`src/rtl/lector_pkg.sv`:
```
// Shared definitions for the counter-reader block: FSM state encoding and
// the default counter geometry.
package lector_pkg;

  localparam int NUM_CNT       = 4;
  localparam int CNT_WIDTH_DEF = 5;

  typedef enum logic [1:0] {
    ESPERA  = 2'd0,
    PEDIR   = 2'd1,
    CAPTURA = 2'd2,
    LISTO   = 2'd3
  } estado_t;

endpackage

```
`src/rtl/lector_temporizador.sv`:
```
// Saturating wait counter for the CAPTURA state. expirado flags the enabled
// cycle on which the count reaches TIMEOUT.
module lector_temporizador #(
  parameter int TIMEOUT = 7
) (
  input  logic clk,
  input  logic reset,
  input  logic clear,
  input  logic enable,
  output logic expirado
);

  localparam int W = $clog2(TIMEOUT + 1);
  localparam logic [W-1:0] LIMITE = W'(TIMEOUT);
  localparam logic [W-1:0] ULTIMO = W'(TIMEOUT - 1);

  logic [W-1:0] cuenta;

  // NOTE: sequential state is updated only with non-blocking assignments so
  // every register samples values from before the clock edge.
  always_ff @(posedge clk or negedge reset) begin
    if (!reset) begin
      cuenta <= '0;
    end else if (clear) begin
      cuenta <= '0;
    end else if (enable && (cuenta != LIMITE)) begin
      cuenta <= cuenta + 1'b1;
    end
  end

  assign expirado = enable && (cuenta >= ULTIMO);

endmodule

```
`src/rtl/lector_contador.sv`:
```
// Polls the four per-FIFO word counters into a snapshot on one start command.
// Optional macro LECTOR_SUMA_EN adds a registered sum of the snapshot (suma).
module lector_contador
  import lector_pkg::*;
#(
  parameter int CNT_WIDTH = CNT_WIDTH_DEF,
  parameter int IDX_WIDTH = 2,
  parameter int TIMEOUT   = 7
) (
  input  logic                 clk,
  input  logic                 reset,
  input  logic                 start,
  input  logic                 IDLE,
  input  logic                 valid_contador,
  input  logic [CNT_WIDTH-1:0] contador_out,
  output logic                 req,
  output logic [IDX_WIDTH-1:0] idx,
  output logic [CNT_WIDTH-1:0] cnt0,
  output logic [CNT_WIDTH-1:0] cnt1,
  output logic [CNT_WIDTH-1:0] cnt2,
  output logic [CNT_WIDTH-1:0] cnt3,
  output logic                 busy,
  output logic                 done,
  output logic                 error
`ifdef LECTOR_SUMA_EN
  ,
  output logic [CNT_WIDTH+1:0] suma
`endif
);

  estado_t              estado, estado_d;
  logic [IDX_WIDTH-1:0] indice, indice_d;
  logic [CNT_WIDTH-1:0] cnt_q [NUM_CNT];
  logic [CNT_WIDTH-1:0] cnt_d [NUM_CNT];
  logic                 error_q, error_d;
  logic                 expirado;

  lector_temporizador #(
    .TIMEOUT (TIMEOUT)
  ) u_temporizador (
    .clk      (clk),
    .reset    (reset),
    .clear    (estado != CAPTURA),
    .enable   ((estado == CAPTURA) && !valid_contador),
    .expirado (expirado)
  );

  // NOTE: every signal driven here gets its default first, so no path through
  // the case statement can leave one unassigned and infer a latch.
  always_comb begin
    estado_d = estado;
    indice_d = indice;
    cnt_d    = cnt_q;
    error_d  = error_q;
    unique case (estado)
      ESPERA: begin
        if (start) begin
          estado_d = PEDIR;
          indice_d = '0;
          error_d  = 1'b0;
        end
      end
      PEDIR: begin
        if (IDLE) estado_d = CAPTURA;
      end
      CAPTURA: begin
        // valid_contador is sticky, so the capture point is the fixed
        // one-cycle responder latency, not a valid edge.
        if (valid_contador || expirado) begin
          cnt_d[indice] = valid_contador ? contador_out : '0;
          if (!valid_contador) error_d = 1'b1;
          if (indice == IDX_WIDTH'(NUM_CNT - 1)) begin
            estado_d = LISTO;
          end else begin
            indice_d = indice + 1'b1;
            estado_d = PEDIR;
          end
        end
      end
      LISTO: estado_d = ESPERA;
      default: estado_d = ESPERA;
    endcase
  end

  // NOTE: the snapshot array is small and must read zero after reset, so it
  // is reset along with the control state rather than left uninitialised.
  always_ff @(posedge clk or negedge reset) begin
    if (!reset) begin
      estado  <= ESPERA;
      indice  <= '0;
      error_q <= 1'b0;
      for (int i = 0; i < NUM_CNT; i++) cnt_q[i] <= '0;
    end else begin
      estado  <= estado_d;
      indice  <= indice_d;
      error_q <= error_d;
      cnt_q   <= cnt_d;
    end
  end

  assign req   = (estado == PEDIR) && IDLE;
  assign idx   = indice;
  assign busy  = (estado == PEDIR) || (estado == CAPTURA);
  assign done  = (estado == LISTO);
  assign error = error_q;
  assign cnt0  = cnt_q[0];
  assign cnt1  = cnt_q[1];
  assign cnt2  = cnt_q[2];
  assign cnt3  = cnt_q[3];

`ifdef LECTOR_SUMA_EN
  logic [CNT_WIDTH+1:0] suma_d;

  // Summed from the next-state snapshot so the result is ready while done=1.
  always_comb begin
    suma_d = '0;
    for (int i = 0; i < NUM_CNT; i++) suma_d = suma_d + (CNT_WIDTH+2)'(cnt_d[i]);
  end

  always_ff @(posedge clk or negedge reset) begin
    if (!reset) begin
      suma <= '0;
    end else if (estado_d == LISTO) begin
      suma <= suma_d;
    end
  end
`endif

endmodule

```
`config.mk`:
```
export PLATFORM = sky130hd
export DESIGN_NAME = lector_contador
export DESIGN_NICKNAME = d
export VERILOG_FILES = /design/src/rtl/lector_pkg.sv /design/src/rtl/lector_temporizador.sv /design/src/rtl/lector_contador.sv
export SDC_FILE = /design/constraint.sdc
export NUM_CORES = 1
export LEC_CHECK = 0
export ABC_CLOCK_PERIOD_IN_PS = 2970
export CORE_UTILIZATION = 51
export DETAILED_ROUTE_END_ITERATION = 10
export PLACE_DENSITY = 0.89
export SLEW_MARGIN = 20
export SYNTH_ARGS = -nofsm -noshare
export SYNTH_HDL_FRONTEND = slang
export SYNTH_SLANG_ARGS = --single-unit
```
`constraint.sdc`:
```
create_clock -name clk -period 2.97 [get_ports clk]
set_input_delay 0.297 -clock clk [delete_from_list [all_inputs] [get_ports clk]]
set_output_delay 0.297 -clock clk [all_outputs]
set_load 0.005 [all_outputs]
```
=== Yosys cells after proc, flatten, opt, wreduce, memory -nomap -nowiden ===
Cells that the tools add are included.

* Logic and storage cells: 59
* Register bits: 28
* Output and inout port bits: 26

* Add/subtract/negate cells: 2
* Bitwise gates (word level): 1
* Muxes and demuxes: 19
* Equal/unequal tests: 11
* Magnitude comparators: 3
* Reduce and logical (&&, ||, !) cells: 15

{| class="wikitable"
|+ Operators by type and width
! kind !! count
|-
| 20-bit bitwise mux || 1
|-
| 2-bit two-way mux || 7
|-
| 5-bit demux with 2-bit select || 1
|-
| 5-bit two-way mux || 2
|-
| 2-bit != test, second input constant || 5
|-
| 2-bit one-hot mux with 4 select lines || 1
|-
| 4-bit AND reduction || 2
|-
| 2-bit equality test, second input constant || 3
|-
| 3-bit greater-or-equal comparator, second input constant || 2
|-
| 3-bit two-way mux || 2
|-
| 1-bit logical AND || 5
|-
| 2-bit one-hot mux with 2 select lines || 1
|-
| 2-bit nonzero test || 2
|-
| 3-bit by 1-bit adder with 3-bit output, second input constant || 1
|-
| 3-bit by 1-bit < comparator with 1-bit output, second input constant || 1
|-
| 1-bit two-way mux || 3
|-
| 3-bit != test, second input constant || 1
|-
| 2-bit NOT with 3-bit output || 1
|-
| 3-bit AND reduction || 1
|-
| 2-bit by 1-bit adder with 2-bit output, second input constant || 1
|-
| 2-bit by 1-bit equality test with 1-bit output, second input constant || 1
|-
| 2-bit logical NOT || 1
|-
| 1-bit logical OR || 2
|-
| 2-bit by 1-bit != test with 1-bit output, second input constant || 1
|-
| other kinds (3) || 3
|}

=== Depth between registers and ports, before layout ===
Gate-level depths: netlist of run 1.

* Word-level depth: 6
* Mapped depth: 7
* Depth with buffers taken out: 5

=== Hierarchy ===
A second synthesis of run 1 with hierarchy kept.

* Cell total of the unflattened synthesis: 134
* Area total of the unflattened synthesis: 1391.3 µm²

{| class="wikitable"
|+ Modules (own cells, without submodules)
! module !! cells an instance !! area each (µm²) !! sequential area each (µm²) !! instances
|-
| lector_contador || 118 || 1199.9 || 625.6 || 1
|-
| lector_temporizador || 16 || 191.4 || 75.1 || 1
|}

=== Worst setup path before layout of run 1 ===
No wires, ideal clock.

* Kind: flip-flop to flip-flop
* From: register estado[1]
* To: register estado[1]
* Path buffers: 0
* Stages on the path, launching flop included: 6
* Required time: 2.869 ns
* Library setup time: 0.101 ns
* Path slack: 1.481 ns
* Data arrival time: 1.389 ns
* Period minus slack after synthesis: 1.489 ns
* Cells stage by stage: dfrtp_1 inv_1 ha_1 nor2b_1 a311o_1 o311ai_2

* Word-level cells in the longest chain between the ends: 6

{| class="wikitable"
|+ Ends and longest elaborated chain
! item !! line !! RTL
|-
| start: declaration || lector_contador.sv:31 || <nowiki>estado_t estado, estado_d;</nowiki>
|-
| start signal: assignment || lector_contador.sv:94 || <nowiki>estado <= estado_d;</nowiki>
|-
| 2-bit equality test || lector_contador.sv:44, lector_contador.sv:55 ||
|-
| 1-bit logical AND || lector_contador.sv:44 || <nowiki>.enable ((estado == CAPTURA) && !valid_contador),</nowiki>
|-
| 1-bit logical AND || lector_temporizador.sv:31 || <nowiki>assign expirado = enable && (cuenta >= ULTIMO);</nowiki>
|-
| 1-bit logical OR || lector_contador.sv:69 || <nowiki>if (valid_contador || expirado) begin</nowiki>
|-
| 2-bit by 1-bit != test with 1-bit output (no line) || - ||
|-
| 3-bit AND reduction (no line) || - ||
|}

Parallel ways exist; a longest one is shown, timed or not.
A chain may end at the register's enable or synchronous reset.

=== Final worst setup path of run 1 ===
* From: register estado[1]
* To: output req

* Word-level cells in the longest chain between the ends: 2

{| class="wikitable"
|+ Ends and longest elaborated chain
! item !! line !! RTL
|-
| 2-bit by 1-bit equality test with 1-bit output || lector_contador.sv:101 || <nowiki>assign req = (estado == PEDIR) && IDLE;</nowiki>
|-
| 1-bit logical AND || lector_contador.sv:101 ||
|-
| end: declaration || lector_contador.sv:16 || <nowiki>output logic req,</nowiki>
|}

No other way between the ends.

==> impl_metrics.env, run 1 <==
export IMPL_outcome="complete, no violations"
export IMPL_grt_pass1_wl_um=4630
export IMPL_die_w_um=54.0
export IMPL_crit_type="flop to output pin"
export IMPL_yosysTopAreaCellShare=0.508
export IMPL_drive_gt1_frac=0.0733
export IMPL_dp_slack_ns=1.12
export IMPL_leakage_nw=0.834
export IMPL_clkTransAtPathRegs_ns=0.15
export IMPL_cts_sinks=28
export IMPL_syn_num_nets=135
export IMPL_worstReg2RegEnd="cnt0[4]"
export IMPL_fin_crit_ns=2.02
export IMPL_drt_iter0_markers=14
export IMPL_finClkSkew_ns=0.00543
export IMPL_dp_hpwl_um=2250
export IMPL_post_cts_resize_count=0
export IMPL_cp_required_ns=2.67
export IMPL_antenna_left=0
export IMPL_hold_buffers=0
export IMPL_totalWireLength_um=2980
export IMPL_synth_cell_area_um2=1380
export IMPL_globalplace_congestion=0.830
export IMPL_fill_cells=192
export IMPL_synth_cell_types=29
export IMPL_synth_seq_cells=28
export IMPL_layout_common_cells="clkdlybuf4s50_1 (35), dfrtp_1 (28), a22o_1 (20)"
export IMPL_fin_nets=173
export IMPL_critPathLaunch="estado[1]"
export IMPL_rr_startpoint="estado[0]"
export IMPL_stdcell_area_um2=1790
export IMPL_grt_start_max_net_pins=29
export IMPL_rsz0062_at_grt="false"
export IMPL_cts_buffers=3
export IMPL_grt_pass1_vias=1005
export IMPL_cts_root_buf="clkbuf_4"
export IMPL_end_kind="output pin"
export IMPL_syn_area_per_cell_um2=12.2
export IMPL_num_antenna_cells=0
export IMPL_reg2regPathDepth=4
export IMPL_fin_ws_ns=0.946
export IMPL_post_cts_setup_buffer_count=0
export IMPL_die_area_um2=2920
export IMPL_drc=0
export IMPL_power_per_cell_area_nw_per_um2=853
export IMPL_post_synth_top_area_cell="dfrtp_1"
export IMPL_area_growth_synth_to_final_pct=29.7
export IMPL_clock_fmax_ghz=0.494
export IMPL_rows=18
export IMPL_tightest_slew_ns=0.686
export IMPL_boundaryPins=36
export IMPL_drv_cap=0
export IMPL_cts_tree="built"
export IMPL_cp_max_fo=6
export IMPL_firstDrtPassIters=4
export IMPL_final_common_cell="clkdlybuf4s50_1"
export IMPL_die_h_um=54.0
export IMPL_core_area_um2=2520
export IMPL_vias=1050
export IMPL_vias_per_cell=5.83
export IMPL_synth_cells=113
export IMPL_hold_violations=0
export IMPL_post_drt_wl_per_cell_um=16.6
export IMPL_netlist_top_cells_area="dfrtp_1 (51%), a22o_1 (13%), ha_1 (11%)"
export IMPL_grt_usage=0.221
export IMPL_hold_class="input port to asynchronous set/reset pin"
export IMPL_synth_warnings=0
export IMPL_dpl_cell_area_um2=1750
export IMPL_worstPathArrival_ns=1.73
export IMPL_rrSetupSlack_ns=1.11
export IMPL_insertion_delay_ns=0.32
export IMPL_critPathCapture="req"
export IMPL_initial_core_util=0.547
export IMPL_cts_max_level=1
export IMPL_ys_seq_area_frac=0.508
export IMPL_ir_worst_vdd_mv=0.825
export IMPL_portBuffers=35
export IMPL_grt_overflow_total=0
export IMPL_antenna_found_initial=0
export IMPL_start_kind="flop"
export IMPL_period_share=0.682
export IMPL_clockBufferDepth=2
export IMPL_fin_setup_tns_ns=0
export IMPL_drv_slew=0
export IMPL_maxSlewHeadroom=0.543
export IMPL_setup_violations_final=0
routing by layer:
layer  vias up  global-route usage  part of all wire
met5         -                   0                 0
met4         0              0.0256                 0
met3         0              0.0424             0.049
met2        26               0.391              0.51
met1       521               0.288              0.44
li1        503                   -                 -
synthesized netlist by cell type, drive strengths merged:
master / count
nand3: 2
o311ai: 3
a21boi: 1
o21a: 1
nor2b: 2
a21oi: 2
o211a: 1
mux2i: 1
dfrtp: 28
inv: 6
nor4: 1
o211ai: 7
and3: 4
nor2: 3
nand2b: 1
nand2: 5
ha: 12
nor3: 1
a31oi: 1
o21bai: 1
a311o: 1
a22o: 20
and2: 2
xnor2: 1
buf: 3
o21ai: 3
area by class of cell:
cell class | instances | area [µm²] | share of cell area
sequential | 28 | 701 | 0.392
multi-input combinational | 76 | 633 | 0.354
timing repair buffer | 36 | 358 | 0.200
tap | 30 | 37.5 | 0.0210
clock buffer | 4 | 36.3 | 0.0203
inverter | 6 | 22.5 | 0.0126
cells by family after synthesis:
family	Yosys count	share of synthesized area
xor+xnor	1	0.00635
mux	1	0.00726
compound gates	41	0.259
simple gates	21	0.0780
fa+ha+maj	12	0.109
flops	28	0.508
buf+inv	9	0.0327
metrics by stage:
step | utilization | instances | power (mW) | hold slack [ns]
finish | 0.709 | 180 | 1.52 | 0.327
global placement | 0.694 | 176 | 1.31 | 0.482
CTS | 0.709 | 180 | 1.54 | 0.332
floorplan | - | 113 | 0.964 | 0.00141
global route | 0.709 | 180 | 1.63 | 0.374
detailed placement | 0.694 | 176 | 1.35 | 0.487
power breakdown:
| group | internal, mW | switching, mW | leakage, nW |
|---|---|---|---|
| clock | 0.0749 | 0.110 | 0.0210 |
| sequential | 0.525 | 0.106 | 0.370 |
| combinational | 0.440 | 0.269 | 0.444 |
state kept, by name (all words and copies together), names as in the netlist:
name / flops
cnt0: 5
cnt1: 5
cnt2: 5
cnt3: 5
error: 1
estado: 2
idx: 2
u_temporizador.cuenta: 3
worst max-delay path: stages (launching register included):
cell	delay, ns
dfrtp_1	0.48
inv_1	0.14
ha_1	0.17
and2_1	0.13
clkdlybuf4s50_1	0.49
how the worst min path moves through the flow:
stage,from,end,cells past startpoint
floorplan,reset,cnt0[0],0
global placement,cnt1[0],cnt1[0],1
detailed placement,cnt0[1],cnt0[1],1
CTS,reset,cnt0[3],2
global route,reset,cnt1[1],2
finish,reset,cnt0[2],2
Note: power is estimated with default switching activity, not from simulation.
==> inputs of run 2 (changes only) <==
--- a/config.mk
+++ b/config.mk
@@ -5,10 +5,10 @@
 export SDC_FILE = /design/constraint.sdc
 export NUM_CORES = 1
 export LEC_CHECK = 0
-export ABC_CLOCK_PERIOD_IN_PS = 2970
-export CORE_UTILIZATION = 51
+export ABC_CLOCK_PERIOD_IN_PS = 1730
+export CORE_UTILIZATION = 43
 export DETAILED_ROUTE_END_ITERATION = 10
-export PLACE_DENSITY = 0.89
+export PLACE_DENSITY = 0.81
 export SLEW_MARGIN = 20
 export SYNTH_ARGS = -nofsm -noshare
 export SYNTH_HDL_FRONTEND = slang
==> constraint.sdc (replaced) <==
create_clock -name clk -period 1.73 [get_ports clk]
set_input_delay 0.173 -clock clk [delete_from_list [all_inputs] [get_ports clk]]
set_output_delay 0.173 -clock clk [all_outputs]
set_load 0.005 [all_outputs]
==> run 2 against run 1 <==
  * Wire length grew 0.84%
  * Sequential share of layout area shrank 1.2 points
  * Power grew 73%
  * Register-to-register slack lost 1.0 ns
  * Sequential power grew 70%
  * Clock skew shrank 0.0028 ns
  * Final cell count grew 10%
  * Combinational power grew 85%
  * Via count grew 3.7%
  * Global-route usage shrank 3.0 points
  * Die area grew 18%
  * Largest cell class unchanged
  * Largest power group unchanged
==> impl_metrics.env, run 2 (synthesis gave the netlist of run 1 again) <==
export IMPL_grt_pass1_wl_um=4990
export IMPL_finClkSkew_ns=0.00260
export IMPL_cp_num_cells=6
export IMPL_cp_buffers_inverters=3
export IMPL_antenna_found_initial=0
export IMPL_rr_startpoint="estado[0]"
export IMPL_antenna_left=0
export IMPL_cts_max_level=1
export IMPL_vias_per_cell=5.50
export IMPL_die_h_um=58.6
export IMPL_ir_worst_vdd_mv=0.698
export IMPL_end_kind="flop"
export IMPL_clock_fmax_ghz=0.610
export IMPL_fin_crit_ns=1.64
export IMPL_hold_buffers=0
export IMPL_fin_nets=178
export IMPL_hold_class="input port to asynchronous set/reset pin"
export IMPL_stdcell_area_um2=1850
export IMPL_cp_max_fo=20
export IMPL_critical_path_top_delay_family="compound AO/OA/AOI/OAI gates"
export IMPL_period_share=0.948
export IMPL_boundaryPins=36
export IMPL_firstDrtPassIters=4
export IMPL_fin_setup_tns_ns=0
export IMPL_insertion_delay_ns=0.32
export IMPL_power_total_mw=2.64
export IMPL_leakage_nw=0.879
export IMPL_cts_tree="built"
export IMPL_core_area_um2=3050
export IMPL_drc=0
export IMPL_tightest_slew_ns=0.350
export IMPL_layout_common_cells="clkdlybuf4s50_1 (32), dfrtp_1 (27), a22o_1 (20)"
export IMPL_grt_usage=0.191
export IMPL_cp_required_ns=1.95
export IMPL_rows=20
export IMPL_worstPathArrival_ns=1.86
export IMPL_slowest_delay_ns=0.41
export IMPL_power_per_cell_area_nw_per_um2=1430
export IMPL_cts_buffers=3
export IMPL_grt_pass1_vias=1061
export IMPL_outcome="complete, no violations"
export IMPL_fin_ws_ns=0.0908
export IMPL_post_drt_wl_per_cell_um=15.2
export IMPL_grt_start_max_net_pins=29
export IMPL_cts_root_buf="clkbuf_4"
export IMPL_die_area_um2=3440
export IMPL_drt_iter0_markers=13
export IMPL_reg2regPathDepth=6
export IMPL_critPathCapture="estado[1]"
export IMPL_vias=1089
export IMPL_rsz0062_at_grt="false"
export IMPL_dp_slack_ns=0.0882
export IMPL_dpl_cell_area_um2=1800
export IMPL_initial_core_util=0.452
export IMPL_dp_hpwl_um=2200
export IMPL_clkTransAtPathRegs_ns=0.14
export IMPL_totalWireLength_um=3010
export IMPL_drv_slew=0
export IMPL_final_common_cell="clkdlybuf4s50_1"
export IMPL_slowest_stage="dfrtp_1"
export IMPL_die_w_um=58.6
export IMPL_path_cells="inv_2 -> buf_4 -> ha_2 -> buf_12 -> a311o_1 -> o311ai_2"
export IMPL_rrSetupSlack_ns=0.09
export IMPL_portBuffers=35
export IMPL_clockBufferDepth=2
export IMPL_start_kind="flop"
export IMPL_globalplace_congestion=0.863
export IMPL_fill_cells=270
export IMPL_setup_violations_final=0
export IMPL_hold_violations=0
export IMPL_maxSlewHeadroom=0.767
export IMPL_worstReg2RegEnd="estado[1]"
export IMPL_drv_cap=0
export IMPL_grt_overflow_total=0
export IMPL_drive_gt1_frac=0.123
export IMPL_critPathLaunch="estado[0]"
export IMPL_num_antenna_cells=0
export IMPL_area_growth_synth_to_final_pct=34.1
export IMPL_crit_type="flop to flop"
export IMPL_cts_sinks=28
==> run 2: layout make-up <==
class	count	area (µm²)	share of cell area
multi-input combinational	76	636	0.344
clock buffer	3	22.5	0.0122
tap	44	55.1	0.0298
timing repair buffer	41	412	0.223
sequential	28	702	0.380
inverter	6	22.5	0.0122
==> run 2: metal layers <==
layer / part of all wire / routed length [µm] / global-route usage / vias up
li1: - / - / - / 511
met1: 0.46 / 1390 / 0.262 / 529
met2: 0.46 / 1380 / 0.302 / 41
met3: 0.055 / 165 / 0.0352 / 8
met4: 0.025 / 74 / 0.0748 / 0
met5: 0 / 0 / 0 / -
==> run 2: worst min-delay path by stage <==
stage | end | from | cells after the start | slack [ns]
after global placement | cnt1[4] | cnt1[4] | 1 | 0.48
after CTS | cnt0[2] | reset | 2 | 0.23
after detailed placement | cnt1[3] | cnt1[3] | 1 | 0.48
after global routing | cnt0[2] | reset | 2 | 0.24
after floorplan | cnt0[0] | reset | 0 | -0.12
final | cnt0[2] | reset | 2 | 0.22
==> run 2: worst register-to-register path, cell delays in order, from the launching register on <==
cell,delay (ns)
dfrtp_1,0.41
inv_2,0.05
buf_4,0.14
ha_2,0.19
buf_12,0.15
a311o_1,0.30
o311ai_2,0.30
==> run 2: metrics by stage <==
step,cells,util,hold WS [ns]
after CTS,198,0.603,0.234
after global placement,192,0.589,0.482
after global routing,198,0.606,0.243
after floorplan,113,-,-0.123
after detailed placement,192,0.589,0.481
final,198,0.606,0.225
==> run 2: power breakdown <==
group	internal, mW	switching (mW)
combinational	0.815	0.496
sequential	0.903	0.163
clock	0.0816	0.181
total	1.80	0.840
==> run 2: timing repair <==
| action | in CTS | in global routing |
|---|---|---|
| pin swaps | 0 | 2 |
| buffers inserted | 3 | 0 |
| resized for setup | 4 | 3 |
| setup endpoints to repair | 2 | 3 |
==> inputs of run 3 (changes only) <==
--- a/config.mk
+++ b/config.mk
@@ -5,7 +5,6 @@
 export SDC_FILE = /design/constraint.sdc
 export NUM_CORES = 1
 export LEC_CHECK = 0
-export ABC_CLOCK_PERIOD_IN_PS = 1730
 export CORE_UTILIZATION = 43
 export DETAILED_ROUTE_END_ITERATION = 10
 export PLACE_DENSITY = 0.81
==> results of run 3 <==
No change in the layout: final DEF, timing and power equal those of run 2.
